<file path="src/rtl/serial_pkg.sv">
// Shared definitions for the serial transfer controller.
//   state_e      : controller FSM state encoding
//   DefaultWidth : register width used when the top is not overridden
package serial_pkg;

    localparam int unsigned DefaultWidth = 4;

    typedef enum logic [1:0] {
        StIdle  = 2'b00,
        StShift = 2'b01,
        StDone  = 2'b10
    } state_e;

endpackage

</file>
<file path="src/rtl/shift_register.sv">
// Right-shifting register with parallel load and serial in/out.
//   clk           : rising-edge clock
//   clear         : asynchronous active-low reset, forces Q to 0
//   SI            : serial input, enters at the MSB
//   shift_control : shift enable (one position toward the LSB per edge)
//   load          : parallel load enable, has priority over shifting
//   d             : parallel load data
//   Q             : register contents
//   SO            : serial output (current LSB)
module shift_register #(
    parameter int unsigned WIDTH = 4
) (
    input  logic             clk,
    input  logic             clear,
    input  logic             SI,
    input  logic             shift_control,
    input  logic             load,
    input  logic [WIDTH-1:0] d,
    output logic [WIDTH-1:0] Q,
    output logic             SO
);

    always_ff @(posedge clk or negedge clear) begin
        if (!clear) begin
            Q <= '0;
        end else if (load) begin
            Q <= d;
        end else if (shift_control) begin
            Q <= {SI, Q[WIDTH-1:1]};
        end
    end

    assign SO = Q[0];

endmodule

</file>
<file path="src/rtl/serial_transfer_ctrl.sv">
// Sequences a WIDTH-bit serial transfer from RB into RA, LSB first.
//   clk           : rising-edge clock
//   clear         : asynchronous active-low reset, aborts any transfer
//   start         : transfer request, only honoured in IDLE
//   load_data     : source word, captured into RB on the accepting edge
//   rotate        : 1 recirculates RB's SO into its MSB, 0 shifts in zeros
//   shift_control : high for exactly WIDTH cycles while shifting
//   RA, RB        : destination / source register contents
//   busy          : high while shifting and during the done cycle
//   done          : one-cycle completion pulse
module serial_transfer_ctrl
    import serial_pkg::*;
#(
    parameter int unsigned WIDTH = DefaultWidth
) (
    input  logic             clk,
    input  logic             clear,
    input  logic             start,
    input  logic [WIDTH-1:0] load_data,
    input  logic             rotate,
    output logic             shift_control,
    output logic [WIDTH-1:0] RA,
    output logic [WIDTH-1:0] RB,
    output logic             busy,
    output logic             done
);

    localparam int unsigned CntW = $clog2(WIDTH);
    localparam logic [CntW-1:0] CntLast = CntW'(WIDTH - 1);

    state_e          state_q;
    logic [CntW-1:0] cnt_q;
    logic            accept;
    logic            rb_si;
    logic            rb_so;
    logic            ra_so;

    // RB captures the source word on the same edge the FSM leaves IDLE.
    assign accept = (state_q == StIdle) && start;
    assign rb_si  = rotate ? rb_so : 1'b0;

    // Outputs are registered alongside the state so they always match it.
    always_ff @(posedge clk or negedge clear) begin
        if (!clear) begin
            state_q       <= StIdle;
            cnt_q         <= '0;
            shift_control <= 1'b0;
            busy          <= 1'b0;
            done          <= 1'b0;
        end else begin
            unique case (state_q)
                StIdle: begin
                    if (start) begin
                        state_q       <= StShift;
                        cnt_q         <= '0;
                        shift_control <= 1'b1;
                        busy          <= 1'b1;
                    end
                end
                StShift: begin
                    if (cnt_q == CntLast) begin
                        state_q       <= StDone;
                        cnt_q         <= '0;
                        shift_control <= 1'b0;
                        done          <= 1'b1;
                    end else begin
                        cnt_q <= cnt_q + CntW'(1);
                    end
                end
                StDone: begin
                    state_q <= StIdle;
                    busy    <= 1'b0;
                    done    <= 1'b0;
                end
                default: begin
                    state_q       <= StIdle;
                    cnt_q         <= '0;
                    shift_control <= 1'b0;
                    busy          <= 1'b0;
                    done          <= 1'b0;
                end
            endcase
        end
    end

    shift_register #(
        .WIDTH(WIDTH)
    ) u_rb (
        .clk          (clk),
        .clear        (clear),
        .SI           (rb_si),
        .shift_control(shift_control),
        .load         (accept),
        .d            (load_data),
        .Q            (RB),
        .SO           (rb_so)
    );

    shift_register #(
        .WIDTH(WIDTH)
    ) u_ra (
        .clk          (clk),
        .clear        (clear),
        .SI           (rb_so),
        .shift_control(shift_control),
        .load         (1'b0),
        .d            ({WIDTH{1'b0}}),
        .Q            (RA),
        .SO           (ra_so)
    );

    logic unused_ra_so;
    assign unused_ra_so = ra_so;

endmodule

</file>
<file path="config.mk">
export PLATFORM = sky130hd
export DESIGN_NAME = serial_transfer_ctrl
export DESIGN_NICKNAME = d
export VERILOG_FILES = /design/src/rtl/serial_pkg.sv /design/src/rtl/shift_register.sv /design/src/rtl/serial_transfer_ctrl.sv
export SDC_FILE = /design/constraint.sdc
export NUM_CORES = 1
export LEC_CHECK = 0
export ABC_AREA = 1
export CELL_PAD_IN_SITES_DETAIL_PLACEMENT = 0
export CELL_PAD_IN_SITES_GLOBAL_PLACEMENT = 1
export CORE_MARGIN = 5
export CORE_UTILIZATION = 29
export CTS_CLUSTER_SIZE = 8
export DETAILED_ROUTE_END_ITERATION = 16
export HOLD_SLACK_MARGIN = 0.02
export PLACE_DENSITY = 0.77
export SLEW_MARGIN = 0
export SYNTH_ARGS = -nofsm -noshare
export SYNTH_HDL_FRONTEND = slang
export SYNTH_HIERARCHICAL = 1
export SYNTH_SLANG_ARGS = --single-unit
export TNS_END_PERCENT = 10
</file>
<file path="constraint.sdc">
create_clock -name clk -period 1 [get_ports clk]
set_input_delay 0.15 -clock clk [delete_from_list [all_inputs] [get_ports clk]]
set_output_delay 0.15 -clock clk [all_outputs]
set_load 0.02 [all_outputs]
</file>
### After elaboration in Yosys (flattened, before gate mapping)

Index checks and enable logic that the tools add are counted.

* flip-flop bits (word level): 15
* bits of input ports: 8
* output and inout bits: 11
* logic and storage cells: 39

* add/subtract/negate cells: 1
* equality and inequality tests: 5
* muxes and demuxes: 15
* bitwise logic cells: 3
* reduce and logical (&&, ||, !) cells: 8

Operator list (number)
* $mux 2: 4
* $mux 4: 2
* $reduce_and 2->1: 4
* $pmux 2 s3: 1
* $eq 2x2->1 const B: 2
* $mux 1: 4
* $ne 2x2->1 const B: 2
* $pmux 1 s2: 2
* $pmux 2 s2: 1
* $not 1->1: 3
* $pmux 1 s3: 1
* $reduce_and 3->1: 1
* $add 2x1->2 const B: 1
* $eq 2x1->1 const B: 1
* $logic_not 2->1: 1
* $reduce_bool 2->1: 1
* $logic_and 1x1->1: 1

### Longest topological paths before layout

* depth in word-level cells: 3
* depth in mapped cells: 6
* depth with buffers taken out: 6

### Modules after synthesis

The synthesis kept the hierarchy.

By module, submodules not included
* shift_register: times used 2, cells an instance 23, area an instance 185.2 um^2, sequential area each 100.1 um^2
* serial_transfer_ctrl: times used 1, cells an instance 35, area an instance 304.0 um^2, sequential area each 175.2 um^2

### Worst setup path before layout

No wires, ideal clock.

* kind: flip-flop to flip-flop
* from: register state_q[0]
* to: register u_rb.Q[1]
* library setup time: 0.125 ns
* data arrival time: 0.888 ns
* data required time: 0.875 ns
* path slack: -0.013 ns
* stages on the path, launching flop included: 7
* path buffers: 0
* period minus slack after synthesis: 1.013 ns
* path through: dfrtp_1 inv_2 nand3_2 inv_1 nor2_1 nand2_1 nand3_1

* longest elaborated chain between the ends: 3
* elaborated cells on any way between the ends: 4
* those cells by class: 1 x mux; 3 x reduce/logical

Ends and longest elaborated chain
* from (decl): RTL line serial_transfer_ctrl.sv:31 `state_e state_q;`
* from (signal assigned): RTL line serial_transfer_ctrl.sv:45 `state_q <= StIdle;`
* from (signal assigned): RTL line serial_transfer_ctrl.sv:54 `state_q <= StShift;`
* from (signal assigned): RTL line serial_transfer_ctrl.sv:62 `state_q <= StDone;`
* $logic_not 2->1 (*): RTL line serial_transfer_ctrl.sv:39 `assign accept = (state_q == StIdle) && start;`
* $logic_and 1x1->1 (*): RTL line serial_transfer_ctrl.sv:39
* via accept: RTL line serial_transfer_ctrl.sv:33 `logic accept;`
* $mux 4 / $reduce_bool 2->1 (equally long branches)
* to (signal assigned): RTL line shift_register.sv:29 `Q <= {SI, Q[WIDTH-1:1]};`
* to (decl): RTL line shift_register.sv:19 `output logic [WIDTH-1:0] Q,`

The timed path passes the listed nets; every way through them passes the cells marked *.
A chain may end at the register's enable or synchronous reset.

### Worst setup path in the final report

* from: register busy
* to: output busy

RTL lines
* from (decl): RTL line serial_transfer_ctrl.sv:24 `output logic busy,`
* from (signal assigned): RTL line serial_transfer_ctrl.sv:48 `busy <= 1'b0;`
* from (signal assigned): RTL line serial_transfer_ctrl.sv:57 `busy <= 1'b1;`
* from (signal assigned): RTL line serial_transfer_ctrl.sv:72 `busy <= 1'b0;`

No word-level cell between the ends.

==> results.yml <==
setup_path:
  critical_path.endpoint_type: "primary output"
  crit_path_end: "busy"
  worstReg2RegStart: "state_q[0]"
  cpMaxStageDelayCell: "dfrtp_1"
  crit_type: "reg -> out"
  cp_top_family: "flip-flops"
  arrival_ps: 840
  critical_path_buf_inv_count: 1
  cp_max_fo: 2
  cp.depth: 1
  cp_data_required_time_ps: 850
  crit_chain: "buf_2"
  r2r-end: "u_rb/Q[2]"
  startpoint_type: "register"
  r2r_cells: 6
  r2r_slack_ps: 20
  critPathMaxStageDelay_ps: 390
  crit_path_start: "busy"
clock_tree:
  numCtsBuffers: 3
  clk_latency_ps: 280
  cts_tree: "yes"
  clkTransAtPathRegs_ps: 100
  clock-sinks: 15
  cts_htree_levels: 1
  cts_hold_buf: 0
  clk_path_buf_depth: 2
  cts-root-buf: "clkbuf_4"
yosys:
  synth_cells: 81
  ys_types: 13
  yosys.area.top_type_share_pct: 55.7
  synth_area_sq_um: 674
  ys_top_cells_by_area: "dfrtp_1, nand2_1, nand3_1, inv_1, buf_4"
  ys_seq_elements: 15
  synth.largest_area_cell: "dfrtp_1"
  synth_warnings: 6
  ys_seq_area_share_pct: 55.7
  syn_area_per_cell_sq_um: 8.33
run_status:
  outcome: "complete, no violations"
place:
  gp_congestion: 0.857
  io_buffer_count: 18
  place_hpwl_um: 1160
  dpl-instance-area_sq_mm: 0.00101
sta:
  setup_viol: 0
  fin_tns_setup_ps: 0
  maxSlewViolCount: 0
  max_freq_mhz: 1010
  rsz0062_at_grt: "yes"
  finalCriticalPeriod_ps: 989
  timing.hold.ws_ps: 173
  timing.final.crit_share_pct: 98.9
  hold_viol: 0
  skew_ps: 6.84
routing:
  vias: 648
  initialDrtViolationCount: 9
  dr.pass1.iters: 3
  drt_wl_total_um: 1560
  drc: 0
  routed_via_density: 4.18
  drt-wirelength-per-cell_um: 10.1
  final_antenna_net_count: 0
finish:
  area_delta_synth_final_pct: 56.2
  drive_gt1_share_pct: 34.6
  multiInputGateArea_sq_um: 315
  num-fill-cells: 234
  design_area_sq_mm: 0.00105
  fin_nets: 137
  num_antenna_cells: 0
  register_area_sq_um: 375
global_routing:
  antenna_found_initial: 0
  grt_max_degree: 16
  grt_use_total_pct: 9.96
  grt_overflow: 0
  grt_pass1_wl_um: 2640
  grt_pass1_vias: 636
floorplanning:
  start_util_pct: 30.5
  num_io_pins: 19
  die_area_sq_mm: 0.00339
  coreArea_sq_mm: 0.00221
  die_h_um: 58.2
  rows: 17
  die_w_um: 58.2
hold_path:
  hold_path.class: "in -> async"
power_and_ir_drop:
  p_leak_nw: 0.543
  post-layout-total-power_mw: 2.89
  ir_drop_mv: 1.44
  p_per_area_mw_per_mm2: 2740
flow_run:
  maxCapViolCount: 0
[cell families after synthesis]
group	count (synthesis)	synth area share, %
adder cells (fa/ha/maj)	1	1.85
flip-flops	15	55.7
other	1	0.556
AND/OR/NAND/NOR	51	33.0
buffers and inverters	10	6.68
AO/OA/AOI/OAI	3	2.23
[where the power goes]
| part | switching [mW] | internal (mW) | total (mW) |
|---|---|---|---|
| Sequential | 0.130 | 0.849 | 0.979 |
| Clock | 0.206 | 0.152 | 0.358 |
| Combinational | 0.856 | 0.696 | 1.55 |
[worst min path at each step]
stage / endpoint / slack (ps) / cells after the start
finish: u_ra/Q[0] / 170 / 2
global route: u_ra/Q[0] / 190 / 2
CTS: u_ra/Q[0] / 180 / 2
detailed placement: u_ra/Q[0] / 490 / 2
global placement: busy / 470 / 2
floorplan: busy / -150 / 0
[synth_stat cells, drive strengths merged]
cell	instances
dfrtp	15
nand2	28
nand3	19
o21ai	3
nor2	4
inv	8
ha	1
buf	2
conb	1
[final cells by class]
| type | count | area share (%) |
|---|---|---|
| sequential | 15 | 35.6 |
| tap | 28 | 3.33 |
| multi-input combinational | 65 | 29.9 |
| inverter | 8 | 3.09 |
| timing repair buffer | 35 | 25.2 |
| clock inverter | 1 | 0.713 |
| clock buffer | 3 | 2.14 |
[through the flow]
step	instances	util, %	setup slack [ps]
3_5_place_dp	148	45.8	-189
4_1_cts	152	44.9	-14.0
6_report	155	47.6	11.2
2_1_floorplan	90	-	28.5
3_3_place_gp	148	45.8	-162
5_1_grt	155	47.6	-62.5
[registers in the layout, indices dropped and copies added (netlist names)]
signal and count:
busy 1, cnt_q 2, done 1, shift_control 1, state_q 2, u_ra/Q 4
u_rb/Q 4
[placed cells by master, fill, tap and decap left out, drive strengths merged, types with 3 or more instances in the layout]
cell type      instances
conb                  10
buf                   28
nand3                 19
nand2                 28
clkbuf                 3
inv                    8
nor2                   4
dfrtp                 15
clkdlybuf4s50          7
o21ai                  3
[routing by layer]
| layer | track usage, % | wire, um | vias up |
|---|---|---|---|
| li1 | - | - | 339 |
| met1 | 12.0 | 697 | 297 |
| met2 | 15.6 | 763 | 12 |
| met3 | 3.56 | 102 | 0 |
| met4 | 4.97 | 0 | 0 |
| met5 | 0 | 0 | - |
[what timing repair did]
item,CTS,global route
setup buffers,0,3
pin swaps,0,3
setup endpoints to repair,16,19
resized for setup,47,10
No activity file was read; power rests on OpenSTA's default activity.
